### config.mk
export PLATFORM = sky130hd
export DESIGN_NAME = rv2t_compressed_pack_flat
export DESIGN_NICKNAME = d
export VERILOG_FILES = /design/src/rtl/rv2t_compressed_pack_pkg.sv /design/src/rtl/rv2t_compressed_pack_if.sv /design/src/rtl/rv2t_compress_encode.sv /design/src/rtl/rv2t_compressed_pack.sv /design/src/flat_wrapper.sv
export SDC_FILE = /design/constraint.sdc
export NUM_CORES = 1
export LEC_CHECK = 0
export BUFFER_PORTS_ARGS = -buffer_cell sky130_fd_sc_hd__buf_2
export CORE_MARGIN = 2
export CORE_UTILIZATION = 51
export CTS_CLUSTER_DIAMETER = 200
export DETAILED_ROUTE_END_ITERATION = 7
export PLACE_DENSITY = 0.81
export SYNTH_ARGS = -nofsm -noshare
export SYNTH_HDL_FRONTEND = slang
export SYNTH_SLANG_ARGS = --single-unit
### constraint.sdc
create_clock -name clk -period 2.5 [get_ports clk]
set_clock_uncertainty 0.05 [all_clocks]
set_input_delay 0.5 -clock clk [delete_from_list [all_inputs] [get_ports clk]]
set_output_delay 0.5 -clock clk [all_outputs]
set_load 0.01 [all_outputs]
### src/rtl/rv2t_compressed_pack_pkg.sv
// rv2t_compressed_pack_pkg: shared RV32I/RVC encodings, packer states and helpers
package rv2t_compressed_pack_pkg;
  localparam logic [6:0] CMD_OP_IMM = 7'b0010011;
  localparam logic [6:0] CMD_OP     = 7'b0110011;
  localparam logic [6:0] CMD_LOAD   = 7'b0000011;
  localparam logic [6:0] CMD_STORE  = 7'b0100011;
  localparam logic [6:0] CMD_JALR   = 7'b1100111;
  localparam logic [31:0] RV_NOP    = 32'h00000013;
  localparam logic [31:0] RV_EBREAK = 32'h00100073;
  localparam logic [1:0] C_Q0 = 2'b00;
  localparam logic [1:0] C_Q1 = 2'b01;
  localparam logic [1:0] C_Q2 = 2'b10;
  localparam logic [2:0] C_F3_ADDI = 3'b000;
  localparam logic [2:0] C_F3_LW   = 3'b010;
  localparam logic [2:0] C_F3_MISC = 3'b100;
  localparam logic [2:0] C_F3_SW   = 3'b110;
  localparam logic [15:0] RVC_NOP    = 16'h0001;
  localparam logic [15:0] RVC_EBREAK = 16'h9002;
  typedef enum logic [1:0] {ST_EMPTY, ST_HALF, ST_FLUSH} pack_state_e;
  function automatic logic is_creg(input logic [4:0] r);
    return r[4:3] == 2'b01;
  endfunction
  function automatic logic fits6(input logic [11:0] imm);
    return imm[11:5] == 7'h00 || imm[11:5] == 7'h7f;
  endfunction
endpackage

### src/rtl/rv2t_compressed_pack_if.sv
// rv2t_compressed_pack_if: 32-bit valid/ready stream with end-of-stream marker
interface rv2t_compressed_pack_if;
  logic        valid;
  logic        ready;
  logic        last;
  logic [31:0] data;
  modport master (output valid, data, last, input ready);
  modport slave (input valid, data, last, output ready);
endinterface

### src/rtl/rv2t_compress_encode.sv
// rv2t_compress_encode: combinational RV32I -> RVC eligibility check and re-encoding
module rv2t_compress_encode
  import rv2t_compressed_pack_pkg::*;
(
  input  logic [31:0] instr,
  output logic        can_compress,
  output logic [15:0] c_instr
);
  logic [6:0] opc, f7;
  logic [4:0] rd, rs1, rs2;
  logic [2:0] f3;
  logic [11:0] ii, si;
  logic [1:0] fn2;
  logic ca_ok, lw_ok, lwsp_ok, sw_ok, swsp_ok, jalr_ok;
  assign {f7, rs2, rs1, f3, rd, opc} = instr;
  assign ii = instr[31:20];
  assign si = {f7, rd};
  assign fn2 = f3 == 3'b000 ? 2'b00 : f3[1:0] == 2'b00 ? 2'b01 : f3[0] ? 2'b11 : 2'b10;
  assign ca_ok = opc == CMD_OP && rd == rs1 && is_creg(rd) && is_creg(rs2) &&
                 ((f7 == 7'b0100000 && f3 == 3'b000) ||
                  (f7 == 7'b0000000 && (f3 == 3'b100 || f3 == 3'b110 || f3 == 3'b111)));
  assign lw_ok   = opc == CMD_LOAD && f3 == 3'b010 && is_creg(rd) && is_creg(rs1) &&
                   ii[11:7] == 5'd0 && ii[1:0] == 2'b00;
  assign lwsp_ok = opc == CMD_LOAD && f3 == 3'b010 && rd != 5'd0 && rs1 == 5'd2 &&
                   ii[11:8] == 4'd0 && ii[1:0] == 2'b00;
  assign sw_ok   = opc == CMD_STORE && f3 == 3'b010 && is_creg(rs1) && is_creg(rs2) &&
                   si[11:7] == 5'd0 && si[1:0] == 2'b00;
  assign swsp_ok = opc == CMD_STORE && f3 == 3'b010 && rs1 == 5'd2 &&
                   si[11:8] == 4'd0 && si[1:0] == 2'b00;
  assign jalr_ok = opc == CMD_JALR && f3 == 3'b000 && ii == 12'd0 && rs1 != 5'd0 && rd[4:1] == 4'd0;
  // Priority-ordered eligibility: each RV32I pattern maps to at most one RVC form
  always_comb begin
    can_compress = 1'b1;
    c_instr = '0;
    if (instr == RV_NOP)
      c_instr = RVC_NOP;
    else if (opc == CMD_OP_IMM && f3 == 3'b000 && rd == rs1 && rd != 5'd0 && fits6(ii) && ii != 12'd0)
      c_instr = {C_F3_ADDI, ii[5], rd, ii[4:0], C_Q1};
    else if (opc == CMD_OP_IMM && f3 == 3'b000 && rd != 5'd0 && rs1 == 5'd0 && fits6(ii))
      c_instr = {C_F3_LW, ii[5], rd, ii[4:0], C_Q1};
    else if (opc == CMD_OP_IMM && f3 == 3'b001 && f7 == 7'd0 && rd == rs1 && rd != 5'd0 && rs2 != 5'd0)
      c_instr = {C_F3_ADDI, 1'b0, rd, rs2, C_Q2};
    else if (opc == CMD_OP && f3 == 3'b000 && f7 == 7'd0 && rd != 5'd0 && rs2 != 5'd0 && rs1 == 5'd0)
      c_instr = {C_F3_MISC, 1'b0, rd, rs2, C_Q2};
    else if (opc == CMD_OP && f3 == 3'b000 && f7 == 7'd0 && rd != 5'd0 && rs2 != 5'd0 && rs1 == rd)
      c_instr = {C_F3_MISC, 1'b1, rd, rs2, C_Q2};
    else if (ca_ok)
      c_instr = {C_F3_MISC, 3'b011, rd[2:0], fn2, rs2[2:0], C_Q1};
    else if (lw_ok)
      c_instr = {C_F3_LW, ii[5:3], rs1[2:0], ii[2], ii[6], rd[2:0], C_Q0};
    else if (lwsp_ok)
      c_instr = {C_F3_LW, ii[5], rd, ii[4:2], ii[7:6], C_Q2};
    else if (sw_ok)
      c_instr = {C_F3_SW, si[5:3], rs1[2:0], si[2], si[6], rs2[2:0], C_Q0};
    else if (swsp_ok)
      c_instr = {C_F3_SW, si[5:2], si[7:6], rs2, C_Q2};
    else if (jalr_ok)
      c_instr = {C_F3_MISC, rd[0], rs1, 5'd0, C_Q2};
    else if (instr == RV_EBREAK)
      c_instr = RVC_EBREAK;
    else
      can_compress = 1'b0;
  end
endmodule

### src/rtl/rv2t_compressed_pack.sv
// rv2t_compressed_pack: compresses eligible RV32I instructions and packs parcels into 32-bit words
module rv2t_compressed_pack
  import rv2t_compressed_pack_pkg::*;
#(
  parameter int ENABLE_COMPRESS = 1,
  parameter int CNT_WIDTH = 16
) (
  input  logic                   clk,
  input  logic                   reset_n,
  rv2t_compressed_pack_if.slave  in_s,
  rv2t_compressed_pack_if.master out_s,
  output logic [CNT_WIDTH-1:0]   total_cnt,
  output logic [CNT_WIDTH-1:0]   comp_cnt
);
  pack_state_e state_q, state_d;
  logic [15:0] p_q, p_d, c_instr;
  logic [31:0] word_d, data_q;
  logic [CNT_WIDTH-1:0] total_q, comp_q;
  logic can_c, comp, in_rdy, accept, out_free, emit, last_d, valid_q, last_q;
  rv2t_compress_encode u_enc (.instr(in_s.data), .can_compress(can_c), .c_instr(c_instr));
  assign comp = ENABLE_COMPRESS != 0 && can_c;
  assign out_free = !valid_q || out_s.ready;
  assign in_rdy = out_free && state_q != ST_FLUSH;
  assign accept = in_s.valid && in_rdy;
  assign in_s.ready = in_rdy;
  assign out_s.valid = valid_q;
  assign out_s.data = data_q;
  assign out_s.last = last_q;
  assign total_cnt = total_q;
  assign comp_cnt = comp_q;
  // Next state, next pending parcel and the word to emit this cycle
  always_comb begin
    state_d = state_q;
    p_d = p_q;
    emit = 1'b0;
    word_d = in_s.data;
    last_d = in_s.last;
    if (state_q == ST_FLUSH) begin
      if (out_free) begin
        emit = 1'b1;
        word_d = {RVC_NOP, p_q};
        last_d = 1'b1;
        state_d = ST_EMPTY;
      end
    end else if (accept) begin
      if (state_q == ST_EMPTY && comp) begin
        p_d = c_instr;
        state_d = in_s.last ? ST_FLUSH : ST_HALF;
      end else if (state_q == ST_EMPTY) begin
        emit = 1'b1;
      end else if (comp) begin
        emit = 1'b1;
        word_d = {c_instr, p_q};
        state_d = ST_EMPTY;
      end else begin
        emit = 1'b1;
        word_d = {in_s.data[15:0], p_q};
        last_d = 1'b0;
        p_d = in_s.data[31:16];
        state_d = in_s.last ? ST_FLUSH : ST_HALF;
      end
    end
  end
  // Packer state and pending half-word
  always_ff @(posedge clk or negedge reset_n) begin
    if (!reset_n) begin
      state_q <= ST_EMPTY;
      p_q <= '0;
    end else begin
      state_q <= state_d;
      p_q <= p_d;
    end
  end
  // Output register: loads only when free, otherwise holds until the sink takes it
  always_ff @(posedge clk or negedge reset_n) begin
    if (!reset_n) begin
      valid_q <= 1'b0;
      data_q <= '0;
      last_q <= 1'b0;
    end else if (emit) begin
      valid_q <= 1'b1;
      data_q <= word_d;
      last_q <= last_d;
    end else if (out_s.ready) begin
      valid_q <= 1'b0;
    end
  end
  // Saturating statistics counters
  always_ff @(posedge clk or negedge reset_n) begin
    if (!reset_n) begin
      total_q <= '0;
      comp_q <= '0;
    end else if (accept) begin
      total_q <= total_q == '1 ? total_q : total_q + 1'b1;
      comp_q <= comp && comp_q != '1 ? comp_q + 1'b1 : comp_q;
    end
  end
endmodule

### src/flat_wrapper.sv
// flat-port wrapper written by rule: the top's interface ports become plain ports
module rv2t_compressed_pack_flat import rv2t_compressed_pack_pkg::*;
#(
  parameter int ENABLE_COMPRESS = 1,
  parameter int CNT_WIDTH = 16
)
  (clk, reset_n, total_cnt, comp_cnt, in_s_valid, in_s_data, in_s_last, in_s_ready, out_s_valid, out_s_data, out_s_last, out_s_ready);
  rv2t_compressed_pack_if in_s_i ();
  rv2t_compressed_pack_if out_s_i ();
  input  logic clk;
  input  logic reset_n;
  output logic [CNT_WIDTH-1:0] total_cnt;
  output logic [CNT_WIDTH-1:0] comp_cnt;
  input wire logic [$bits(in_s_i.valid)-1:0] in_s_valid;
  input wire logic [$bits(in_s_i.data)-1:0] in_s_data;
  input wire logic [$bits(in_s_i.last)-1:0] in_s_last;
  output wire logic [$bits(in_s_i.ready)-1:0] in_s_ready;
  output wire logic [$bits(out_s_i.valid)-1:0] out_s_valid;
  output wire logic [$bits(out_s_i.data)-1:0] out_s_data;
  output wire logic [$bits(out_s_i.last)-1:0] out_s_last;
  input wire logic [$bits(out_s_i.ready)-1:0] out_s_ready;
  assign in_s_i.valid = in_s_valid;
  assign in_s_i.data = in_s_data;
  assign in_s_i.last = in_s_last;
  assign in_s_ready = in_s_i.ready;
  assign out_s_valid = out_s_i.valid;
  assign out_s_data = out_s_i.data;
  assign out_s_last = out_s_i.last;
  assign out_s_i.ready = out_s_ready;
  rv2t_compressed_pack #(.ENABLE_COMPRESS(ENABLE_COMPRESS), .CNT_WIDTH(CNT_WIDTH)) u_core (.clk(clk), .reset_n(reset_n), .in_s(in_s_i), .out_s(out_s_i), .total_cnt(total_cnt), .comp_cnt(comp_cnt));
endmodule
=== Word-level counts from Yosys, hierarchy flattened ===
Index checks and enable logic that the tools add are counted.

* Flip-flop bits (word level): 84
* Input port bits: 37
* Output and inout port bits: 67
* Word-level logic and storage cells: 173

* Add/sub/neg operators: 2
* Equal/unequal tests: 28
* Muxes and demuxes: 57
* Bitwise operators: 2
* Reductions and logical operators: 77

{| class="wikitable"
|+ Operators with widths
! cell !! number
|-
| 2-to-1 mux 16 bit || 16
|-
| 2-to-1 mux 32 bit || 6
|-
| logical AND 1 bit || 50
|-
| adder 16 x 1 -> 16 bit, second input constant || 2
|-
| equality test 32 x 21 -> 1 bit, second input constant || 1
|-
| equality test 32 x 5 -> 1 bit, second input constant || 1
|-
| 2-to-1 mux 1 bit || 26
|-
| equality test 7 x 6 -> 1 bit, second input constant || 3
|-
| 2-to-1 mux 2 bit || 9
|-
| equality test 16 bit, second input constant || 1
|-
| != test 16 bit, second input constant || 1
|-
| nonzero test 5 bit || 3
|-
| equality test 7 bit, second input constant || 2
|-
| logical NOT 12 bit || 1
|-
| nonzero test 12 bit || 1
|-
| equality test 5 bit || 2
|-
| logical NOT 5 bit || 2
|-
| equality test 3 bit, second input constant || 3
|-
| logical NOT 2 bit || 4
|-
| logical NOT 4 bit || 2
|-
| equality test 7 x 2 -> 1 bit, second input constant || 1
|-
| equality test 7 x 5 -> 1 bit, second input constant || 1
|-
| logical NOT 7 bit || 1
|-
| equality test 2 x 1 -> 1 bit, second input constant || 3
|-
| other kinds (15) || 24
|}

=== Logic depth before layout (Yosys ltp) ===
Gate-level depths: netlist of run 1.

* Depth after elaboration: 22
* Mapped depth: 12
* Gate-level depth less buffers: 9

=== Modules after synthesis ===
A second synthesis of run 1 with hierarchy kept.

* Cell total of the unflattened synthesis: 551
* Area total of the unflattened synthesis: 5,181.2 sq um

{| class="wikitable"
|+ Modules (own cells, without submodules)
! module !! times used !! cells each !! area an instance (sq um) !! seq. area each (sq um)
|-
| rv2t_compressed_pack || 1 || 411 || 4,141.5 || 2,102.0
|-
| rv2t_compress_encode || 1 || 140 || 1,039.7 || 0.0
|}

=== Worst setup path after synthesis of run 1 ===
OpenSTA, ideal clock, no wires.

* Kind: input to register
* Start point: in in_s_data[8]
* End point: reg u_core.p_q[15]
* Library setup time: 0.125 ns
* Arrival time: 3.117 ns
* Data required time: 2.325 ns
* Setup slack: -0.792 ns
* Stages: 10
* Buffers on the path: 2
* Path through: buf_6 > or4_4 > o2bb2ai_4 > nor4_2 > a221o_2 > a2111oi_2 > buf_2 > nand2b_1 > mux2_2 > mux2_4

* Cells in the longest elaborated chain, start to end: 17
* Elaborated cells on any way between the ends: 63
* Those cells by class: eq/ne: 6; mux: 27; reduce/logical: 30

{| class="wikitable"
|+ RTL lines
! what !! line !! RTL
|-
| start: declaration || flat_wrapper.sv:15 || <nowiki>input wire logic [$bits(in_s_i.data)-1:0] in_s_data;</nowiki>
|-
| equality test 32 x 21 -> 1 bit (tied with other cells) || rv2t_compress_encode.sv:59 || <nowiki>else if (instr == RV_EBREAK)</nowiki>
|-
| 2-to-1 mux 1 bit (tied with other cells) || rv2t_compress_encode.sv:59 ||
|-
| 2-to-1 mux 1 bit or logical AND 1 bit (tied branches) || rv2t_compress_encode.sv:57, rv2t_compress_encode.sv:24 ||
|-
| 2-to-1 mux 1 bit or logical AND 1 bit (tied branches) || rv2t_compress_encode.sv:55, rv2t_compress_encode.sv:24 ||
|-
| 2-to-1 mux 1 bit or logical AND 1 bit (tied branches) || rv2t_compress_encode.sv:53, rv2t_compress_encode.sv:25 ||
|-
| 2-to-1 mux 1 bit || rv2t_compress_encode.sv:51 || <nowiki>else if (lwsp_ok)</nowiki>
|-
| 2-to-1 mux 1 bit || rv2t_compress_encode.sv:49 || <nowiki>else if (lw_ok)</nowiki>
|-
| 2-to-1 mux 1 bit || rv2t_compress_encode.sv:47 || <nowiki>else if (ca_ok)</nowiki>
|-
| 2-to-1 mux 1 bit || rv2t_compress_encode.sv:45 || <nowiki>else if (opc == CMD_OP && f3 == 3'b000 && f7 == 7'd0 && rd != 5'd0 && rs2 != 5'd0 && rs1 == rd)</nowiki>
|-
| 2-to-1 mux 1 bit || rv2t_compress_encode.sv:43 || <nowiki>else if (opc == CMD_OP && f3 == 3'b000 && f7 == 7'd0 && rd != 5'd0 && rs2 != 5'd0 && rs1 == 5'd0)</nowiki>
|-
| 2-to-1 mux 1 bit || rv2t_compress_encode.sv:41 || <nowiki>else if (opc == CMD_OP_IMM && f3 == 3'b001 && f7 == 7'd0 && rd == rs1 && rd != 5'd0 && rs2 != 5'd0)</nowiki>
|-
| 2-to-1 mux 1 bit || rv2t_compress_encode.sv:39 || <nowiki>else if (opc == CMD_OP_IMM && f3 == 3'b000 && rd != 5'd0 && rs1 == 5'd0 && fits6(ii))</nowiki>
|-
| 2-to-1 mux 1 bit || rv2t_compress_encode.sv:37 || <nowiki>else if (opc == CMD_OP_IMM && f3 == 3'b000 && rd == rs1 && rd != 5'd0 && fits6(ii) && ii != 12'd0)</nowiki>
|-
| 2-to-1 mux 1 bit || rv2t_compress_encode.sv:35 || <nowiki>if (instr == RV_NOP)</nowiki>
|-
| logical AND 1 bit || rv2t_compressed_pack.sv:46 || <nowiki>if (state_q == ST_EMPTY && comp) begin</nowiki>
|-
| != test 2 bit (no source line) || -- ||
|-
| AND reduction 4 bit (no source line) || -- ||
|-
| end signal: assignment || rv2t_compressed_pack.sv:71 || <nowiki>p_q <= p_d;</nowiki>
|-
| end: declaration || rv2t_compressed_pack.sv:16 || <nowiki>logic [15:0] p_q, p_d, c_instr;</nowiki>
|}

Parallel ways exist; a longest one is shown, timed or not.
A chain may end at the register's enable or synchronous reset.

=== Final worst setup path of run 1 ===
* Start point: in in_s_data[17]
* End point: reg u_core.data_q[30] (netlist: u_core.out_s.data[30])

* Cells in the longest elaborated chain, start to end: 20
* Elaborated cells on any way between the ends: 64
* Those cells by class: eq/ne: 5; mux: 33; reduce/logical: 26

{| class="wikitable"
|+ RTL lines
! what !! line !! RTL
|-
| branches (longest 20 deep; another with equality test 32 x 21 -> 1 bit) || -- ||
|-
| end signal: assignment || rv2t_compressed_pack.sv:82 || <nowiki>data_q <= word_d;</nowiki>
|-
| end: declaration || rv2t_compressed_pack.sv:17 || <nowiki>logic [31:0] word_d, data_q;</nowiki>
|}

Several ways; the timed one is not identified.

==> summary.txt, run 1 <==
Critical path
  • Startpoint types: input pin
  • Critical path type: input pin to register
  • Critical Path, Cell by Cell: buf_6 -> or4_4 -> o211ai_1 -> buf_4 -> a2111oi_4 -> a221oi_4 -> o2111a_4 -> buf_12 -> nor2_1 -> o31ai_1 -> buf_4 -> a22o_1
  • Critical path arrival: around 3.3 ns
  • Crit end category: register
  • Most frequent CP cell: buf_4
  • CP peak stage delay: around 0.54 ns
  • Reg-to-reg endpoint: u_core.comp_cnt[1]
  • Slowest-stage cell, CP: or4_4
  • Critical path peak fanout: 4
  • Reg2Reg Launch Point: u_core.comp_cnt[3]
  • R2r setup slk: -0.31 ns
  • Reg2Reg Depth: 8
  • Required time at the worst-slack endpoint: between 2 and 3 ns

Yosys
  • Netlist cell types: 86
  • YS warnings: 0
  • Sequential fraction of the synthesis area: a little under two fifths
  • Syn_area_per_cell: slightly above 9 um^2
  • Post-synthesis cell count: a little over 600
  • Synth Cell Area: 0.00563 mm^2
  • Post-synth top flop: dfrtp_1
  • Number of flops mapped to enable cells by yosys: 0
  • Number of synthesized register bits: 84
  • Post-synth ARST share: 100%
  • Synthesized Nets: 661

Power and ir drop
  • Pwr/cell area: roughly 450 mW/mm^2
  • Int Power: roughly 0.0026 W
  • Switching Share: 36.0%
  • Worst ir drop on vdd: ~0.5 mV
  • Leakage: between 4 and 5 nW
  • Net Switching: 0.00146 W
  • Flop pwr share: between 40 and 50%
  • Clock power share: between 20% and 30%
  • Logic gate share of total power: between 30% and 40%

Detailed routing
  • Vias post-DR: between 6000 and 7000
  • Total length of routed wires: approximately 26000 um
  • Detailed Routing Iterations Pass 1: 8
  • Met2 wire len: around 12000 um
  • Post-DRT Antenna Nets: 0
  • DRT iter0 DRCs: between 900 and 1000
  • Met1 wire length: between 9000 and 10000 um
  • Vias/cell: between 6 and 7
  • Routed wire per std cell: ~25 um
  • Wire length on met3: between 2000 and 3000 um
  • Top Metal Used: met4
  • DRC violations left: 0

Clock network
  • H-tree levels: 3
  • Clock Sinks: between 80 and 90
  • Root buf cell: clkbuf_8
  • Clock buffer depth: 2
  • Clk_lat worst skew: roughly 0.39 ns
  • Total CTS buffers: 9
  • Reg clk slew, reported paths: 0.10 ns
  • CTS tree: built

Floorplanning
  • Rows: 38
  • Die area: 0.0119 mm^2
  • Die X: between 100 and 150 um
  • Initial Util: between 50% and 60%
  • Ports: roughly 100
  • Die Ht: approximately 110 um
  • Core Region: about 0.011 mm^2

STA
  • PnR worst setup slack: -0.468 ns
  • Post-route clock period utilization: 119%
  • Hold_ws: 0.00869 ns
  • Fmax: between 0.3 and 0.4 GHz
  • Post-layout min period: 2.97 ns
  • Actual slew at the worst max-slew pin: between 0.9 and 1 ns
  • Setup TNS: -20.43 ns
  • Endpoints failing setup: around 70
  • Slew Viols, Final: 0
  • RSZ-0062 raised after global routing: yes
  • Endpoints failing hold: 0
  • Rel. slew slack: a little under two fifths

Run status
  • Status: finished with violations
  • Failing checks: setup timing

Final layout
  • Layout cells sized above 1: a little over half
  • Multi-input gate area: 0.00405 mm^2
  • Ant diodes: 0
  • Final Core Density: a little over four fifths
  • Final nets: about 960
  • Area Growth Syn to Fin: 60.5%
  • Fillers: 579
  • Reg area: approximately 0.0021 mm^2

Place
  • I/O Buffers: around 100
  • Gpl congestion: around 1.0
  • DP HPWL: about 18000 um

Worst hold path
  • Worst hold path type: input pin to asynchronous set/reset pin

Global routing
  • GRT Residual Overflow: 0
  • Largest net degree at the start of global routing: just under 50
  • First-pass GRT wire length: about 36000 um
  • Vias in the first global route: 6384
  • Total Routing Usage GR: about two fifths
  • Initial antenna violation count: 0

Run
  • # Max-Cap Violations: 0
## registers in the layout, indices dropped and copies added (netlist names)
name	cells
u_core.out_s.last	1
u_core.out_s.valid	1
u_core.state_q	2
u_core.p_q	16
u_core.comp_cnt	16
u_core.total_cnt	16
u_core.out_s.data	32
## how the worst max path moves through the flow
| stage | depth (start not counted) | startpoint | endpoint |
|---|---|---|---|
| floorplan | 11 | in_s_data[8] | u_core.p_q[12] |
| global placement | 13 | in_s_data[9] | u_core.out_s.data[17] |
| detailed placement | 12 | in_s_data[9] | u_core.p_q[15] |
| CTS | 10 | in_s_data[9] | u_core.p_q[2] |
| global route | 12 | in_s_data[17] | u_core.out_s.data[30] |
| finish | 12 | in_s_data[17] | u_core.out_s.data[30] |
## cells in the final DEF, fill, tap and decap left out, types with 6 or more instances in the layout
master,count
a211o_1,6
a21oi_1,18
a31oi_1,6
and3_1,8
buf_12,8
buf_2,97
buf_4,174
buf_6,29
buf_8,6
clkbuf_8,9
dfrtp_1,84
inv_1,19
mux2_2,6
mux2_4,9
mux2i_1,14
nand2_1,57
nand2_2,8
nand2_4,18
nand3_1,18
nand3_2,11
nand4_1,14
nor2_1,35
nor2_2,8
nor3_1,23
nor3b_1,6
o211ai_1,9
o21ai_0,13
o21ai_1,7
o21ai_2,18
xnor2_1,18
xnor2_2,7
xor2_1,8
## through the flow
| stage | total power, W | std cells | setup slack [ns] | cell area [um^2] |
|---|---|---|---|---|
| after detailed placement | 0.00277 | 1012 | -0.871 | 7580 |
| after global routing | 0.00421 | 1064 | -0.495 | 9030 |
| after floorplan | 0.00227 | 622 | -0.675 | 5740 |
| after CTS | 0.00384 | 1053 | -0.298 | 8480 |
| after global placement | 0.00273 | 1012 | -0.812 | 7580 |
| final | 0.00406 | 1064 | -0.468 | 9030 |
## worst max-delay path: cells and delay by family
family	cells	cell delay (ns)
AOI/OAI and AO/OA	6	1.55
buffers and inverters	4	0.61
and+or+nand+nor	2	0.60
## Yosys cell counts, types with 4 or more instances
library cell  instances  area, um^2
dfrtp_1              84        2100
nand2_1              83         312
nor2_1               46         173
o21ai_0              38         190
nand3_1              31         155
xnor2_1              27         236
nor3_1               26         130
a21oi_1              21         105
inv_1                19        71.3
clkbuf_1             16        60.1
mux2i_1              14         140
nand4_1              14        87.6
mux2_2               10         113
o211ai_1              9        67.6
and3_1                8        50.1
buf_2                 8        40.0
xor2_1                8        70.1
nor3b_1               7        52.6
a211o_1               6        52.6
a211oi_1              6        45.0
a31oi_1               6        37.5
nor2b_1               6        37.5
o31ai_1               6        45.0
a22o_1                5        43.8
mux2_4                5        75.1
nand4b_1              5        43.8
nor4_1                5        31.3
a2111oi_0             4        35.0
a32oi_1               4        35.0
nor4b_1               4        35.0
o21a_1                4        30.0
## power groups by stage
stage	Clock, W	Combinational [W]	Sequential, W
after global routing	0.00100	0.00134	0.00187
after floorplan	0	0.000436	0.00184
after CTS	0.000933	0.00111	0.00180
final	0.000941	0.00127	0.00185
after detailed placement	0	0.000957	0.00181
after global placement	0	0.000932	0.00179
## cell type report
class / instances / area share, %
Multi-Input combinational cell: 488 / 44.8
Timing Repair Buffer: 317 / 27.1
Sequential cell: 84 / 23.3
Tap cell: 140 / 1.94
Clock buffer: 9 / 1.37
Inverter: 19 / 0.789
Clock inverter: 7 / 0.651
## timing repair
| action | CTS | global route |
|---|---|---|
| pin swaps | 35 | 68 |
| resized for setup | 109 | 132 |
| buffers inserted | 23 | 22 |
| endpoints found under the setup margin | 68 | 68 |
| hold endpoints to repair | 0 | 0 |
| gates cloned | 5 | 0 |
| hold buffers | 0 | 0 |
## cell families after synthesis
family	after synthesis	synth area share, %
adders and majority gates	2	0.444
xor gates and xnor gates	35	5.45
and+or+nand+nor	272	25.8
buffers and inverters	51	5.47
AOI/OAI and AO/OA	149	19.7
DFF	84	37.3
muxes	29	5.82
## routing by layer
metal  track usage [%]  vias up
met2              63.1      571
met1              52.9     3290
met4              20.4        0
met3              8.61      138
met5                 0        -
li1                  -     2897
No activity file was read; power rests on OpenSTA's default activity.
==> inputs of run 2 (changes only) <==
--- a/config.mk
+++ b/config.mk
@@ -6,8 +6,10 @@
 export NUM_CORES = 1
 export LEC_CHECK = 0
 export BUFFER_PORTS_ARGS = -buffer_cell sky130_fd_sc_hd__buf_2
+export CELL_PAD_IN_SITES_DETAIL_PLACEMENT = 1
+export CELL_PAD_IN_SITES_GLOBAL_PLACEMENT = 2
 export CORE_MARGIN = 2
-export CORE_UTILIZATION = 51
+export CORE_UTILIZATION = 31
 export CTS_CLUSTER_DIAMETER = 200
 export DETAILED_ROUTE_END_ITERATION = 7
 export PLACE_DENSITY = 0.81
==> summary.txt, run 2 (same netlist as run 1, synthesis figures left out) <==
Run status
  • Status: finished with violations
  • Failing checks: setup timing

Floorplanning
  • Initial Util: 31.4%
  • Core Region: 0.0179 mm^2
  • Die X: 139 um
  • Die Ht: between 100 and 150 um
  • Die area: approximately 0.019 mm^2
  • Ports: 104
  • Rows: 49

Final layout
  • Final Non-Filler Cells: around 1100
  • Area Growth Syn to Fin: 52.9%
  • Final nets: about 940
  • Most frequent cells in the layout: buf_4 (183), buf_2 (98), dfrtp_1 (84)
  • Finished Cell Area: roughly 0.0086 mm^2
  • Fillers: 2123
  • Layout cells sized above 1: between 40 and 50%
  • Max reg flops: 32
  • Most common cell after layout, fill and taps aside: buf_4

Global routing
  • Initial antenna violation count: 2
  • GRT Residual Overflow: 0
  • Total Routing Usage GR: a little over a quarter
  • Largest net degree at the start of global routing: 57
  • Vias in the first global route: between 6000 and 7000
  • First-pass GRT wire length: a little under 40000 um

STA
  • Setup TNS: -17.54 ns
  • RSZ-0062 raised after global routing: yes
  • Endpoints failing setup: between 60 and 70
  • Endpoints failing hold: 0
  • Fmax: 0.342 GHz
  • Slew Viols, Final: 0
  • Actual slew at the worst max-slew pin: about 1.0 ns
  • Post-layout min period: a little under 3 ns
  • Rel. slew slack: between 30% and 40%
  • PnR worst setup slack: -0.421 ns
  • Post-route clock period utilization: 117%

Clock network
  • Reg clk slew, reported paths: about 0.07 ns
  • Clock buffer depth: 2
  • Clock Sinks: 84
  • Hold-fix buffers, CTS: 0
  • Clk_lat worst skew: ~0.34 ns
  • Total CTS buffers: 9
  • Root buf cell: clkbuf_16
  • CTS tree: built
  • H-tree levels: 3

Critical path
  • Reg2Reg Launch Point: u_core.state_q[0]
  • Critical path origin: in_s_data[10]
  • Critical Path Sink: u_core.p_q[15]
  • R2r setup slk: 0.11 ns
  • Critical path peak fanout: 5
  • Reg-to-reg endpoint: u_core.out_s.data[2]
  • Required time at the worst-slack endpoint: roughly 2.7 ns
  • Critical path type: input pin to register
  • Crit end category: register
  • Reg2Reg Depth: 6
  • Critical path arrival: 3.10 ns
  • Startpoint types: input pin

Power and ir drop
  • Worst ir drop on vdd: 0.384 mV
  • Pwr/cell area: ~490 mW/mm^2
  • Leakage: 4.06 nW

Detailed routing
  • Vias post-DR: 6229
  • DRC violations left: 0
  • Post-DRT Antenna Nets: 0
  • Total length of routed wires: 25400 um
  • DRT iter0 DRCs: ~320
  • Detailed Routing Iterations Pass 1: 5
  • Routed wire per std cell: 22.3 um
  • Vias/cell: 5.47

Run
  • # Max-Cap Violations: 0

Place
  • Placed instance count: about 1100
  • DP Area: 0.00760 mm^2
  • I/O Buffers: 103
  • Gpl congestion: slightly below 1
  • DP HPWL: around 20000 um

Worst hold path
  • Worst hold path type: input pin to asynchronous set/reset pin
[run 2: cell count changes in the layout (fill, tap and decap cells not counted), sizes merged]
cell      delta
inv          -1
and3b        +1
diode        +1
bufinv       +1
buf         -17
clkinvlp     -1
and2         -1
clkbuf       +1
bufbuf       +1
[run 2: layout make-up]
| cell class | count | area, um^2 | share of cell area (%) |
|---|---|---|---|
| diodes | 1 | 2.50 | 0.0291 |
| clock buffers | 10 | 239 | 2.78 |
| clock inverters | 6 | 72.6 | 0.843 |
| inverters | 19 | 71.3 | 0.829 |
| multi-input cells | 488 | 3690 | 42.9 |
| flip-flops and latches | 84 | 2100 | 24.4 |
| well taps | 229 | 287 | 3.33 |
| repair buffers | 301 | 2140 | 24.9 |
[run 2: worst max-delay path, cell delays in order]
cell and delay (ns):
buf_8 0.11, or4_4 0.60, o2bb2ai_4 0.22, buf_6 0.13
nor4_4 0.04, a221o_2 0.40, a2111oi_4 0.19, buf_4 0.21
nand2b_4 0.14, mux2_4 0.30, mux2_4 0.26
[run 2: worst min-delay path by stage]
stage	end	depth (start not counted)	start
3_5_place_dp	u_core.out_s.data[8]	2	u_core.out_s.data[8]
2_1_floorplan	u_core.comp_cnt[0]	0	reset_n
4_1_cts	u_core.comp_cnt[10]	1	reset_n
6_report	u_core.comp_cnt[10]	1	reset_n
5_1_grt	u_core.comp_cnt[10]	1	reset_n
3_3_place_gp	u_core.out_s.data[2]	2	u_core.out_s.data[2]
[run 2: power by group]
part	internal [W]	total (W)	switching, W
combinational	0.000508	0.00106	0.000548
sequential	0.00161	0.00179	0.000180
clock	0.000812	0.00139	0.000574
[run 2: timing repair]
action,CTS,global route
gates resized for setup,65,34
buffers inserted,19,9
endpoints found under the setup margin,68,68
pin swaps,36,28
cloned,2,0
[run 2: metrics by stage]
stage | hold WS [ns] | util, % | power [W] | setup WS, ns
after floorplan | 0.154 | - | 0.00227 | -0.675
after global placement | 0.406 | 42.5 | 0.00274 | -0.856
after detailed placement | 0.418 | 42.5 | 0.00279 | -0.886
after CTS | 0.180 | 46.9 | 0.00425 | -0.427
after global routing | 0.200 | 48.1 | 0.00445 | -0.485
final | 0.156 | 48.1 | 0.00423 | -0.421
[run 2: metal layers]
metal,routed length (um),up-vias,global-route usage [%]
li1,-,2854,-
met1,11600,3152,36.4
met2,11900,181,42.0
met3,1280,42,4.01
met4,679,0,7.44
met5,0,-,0
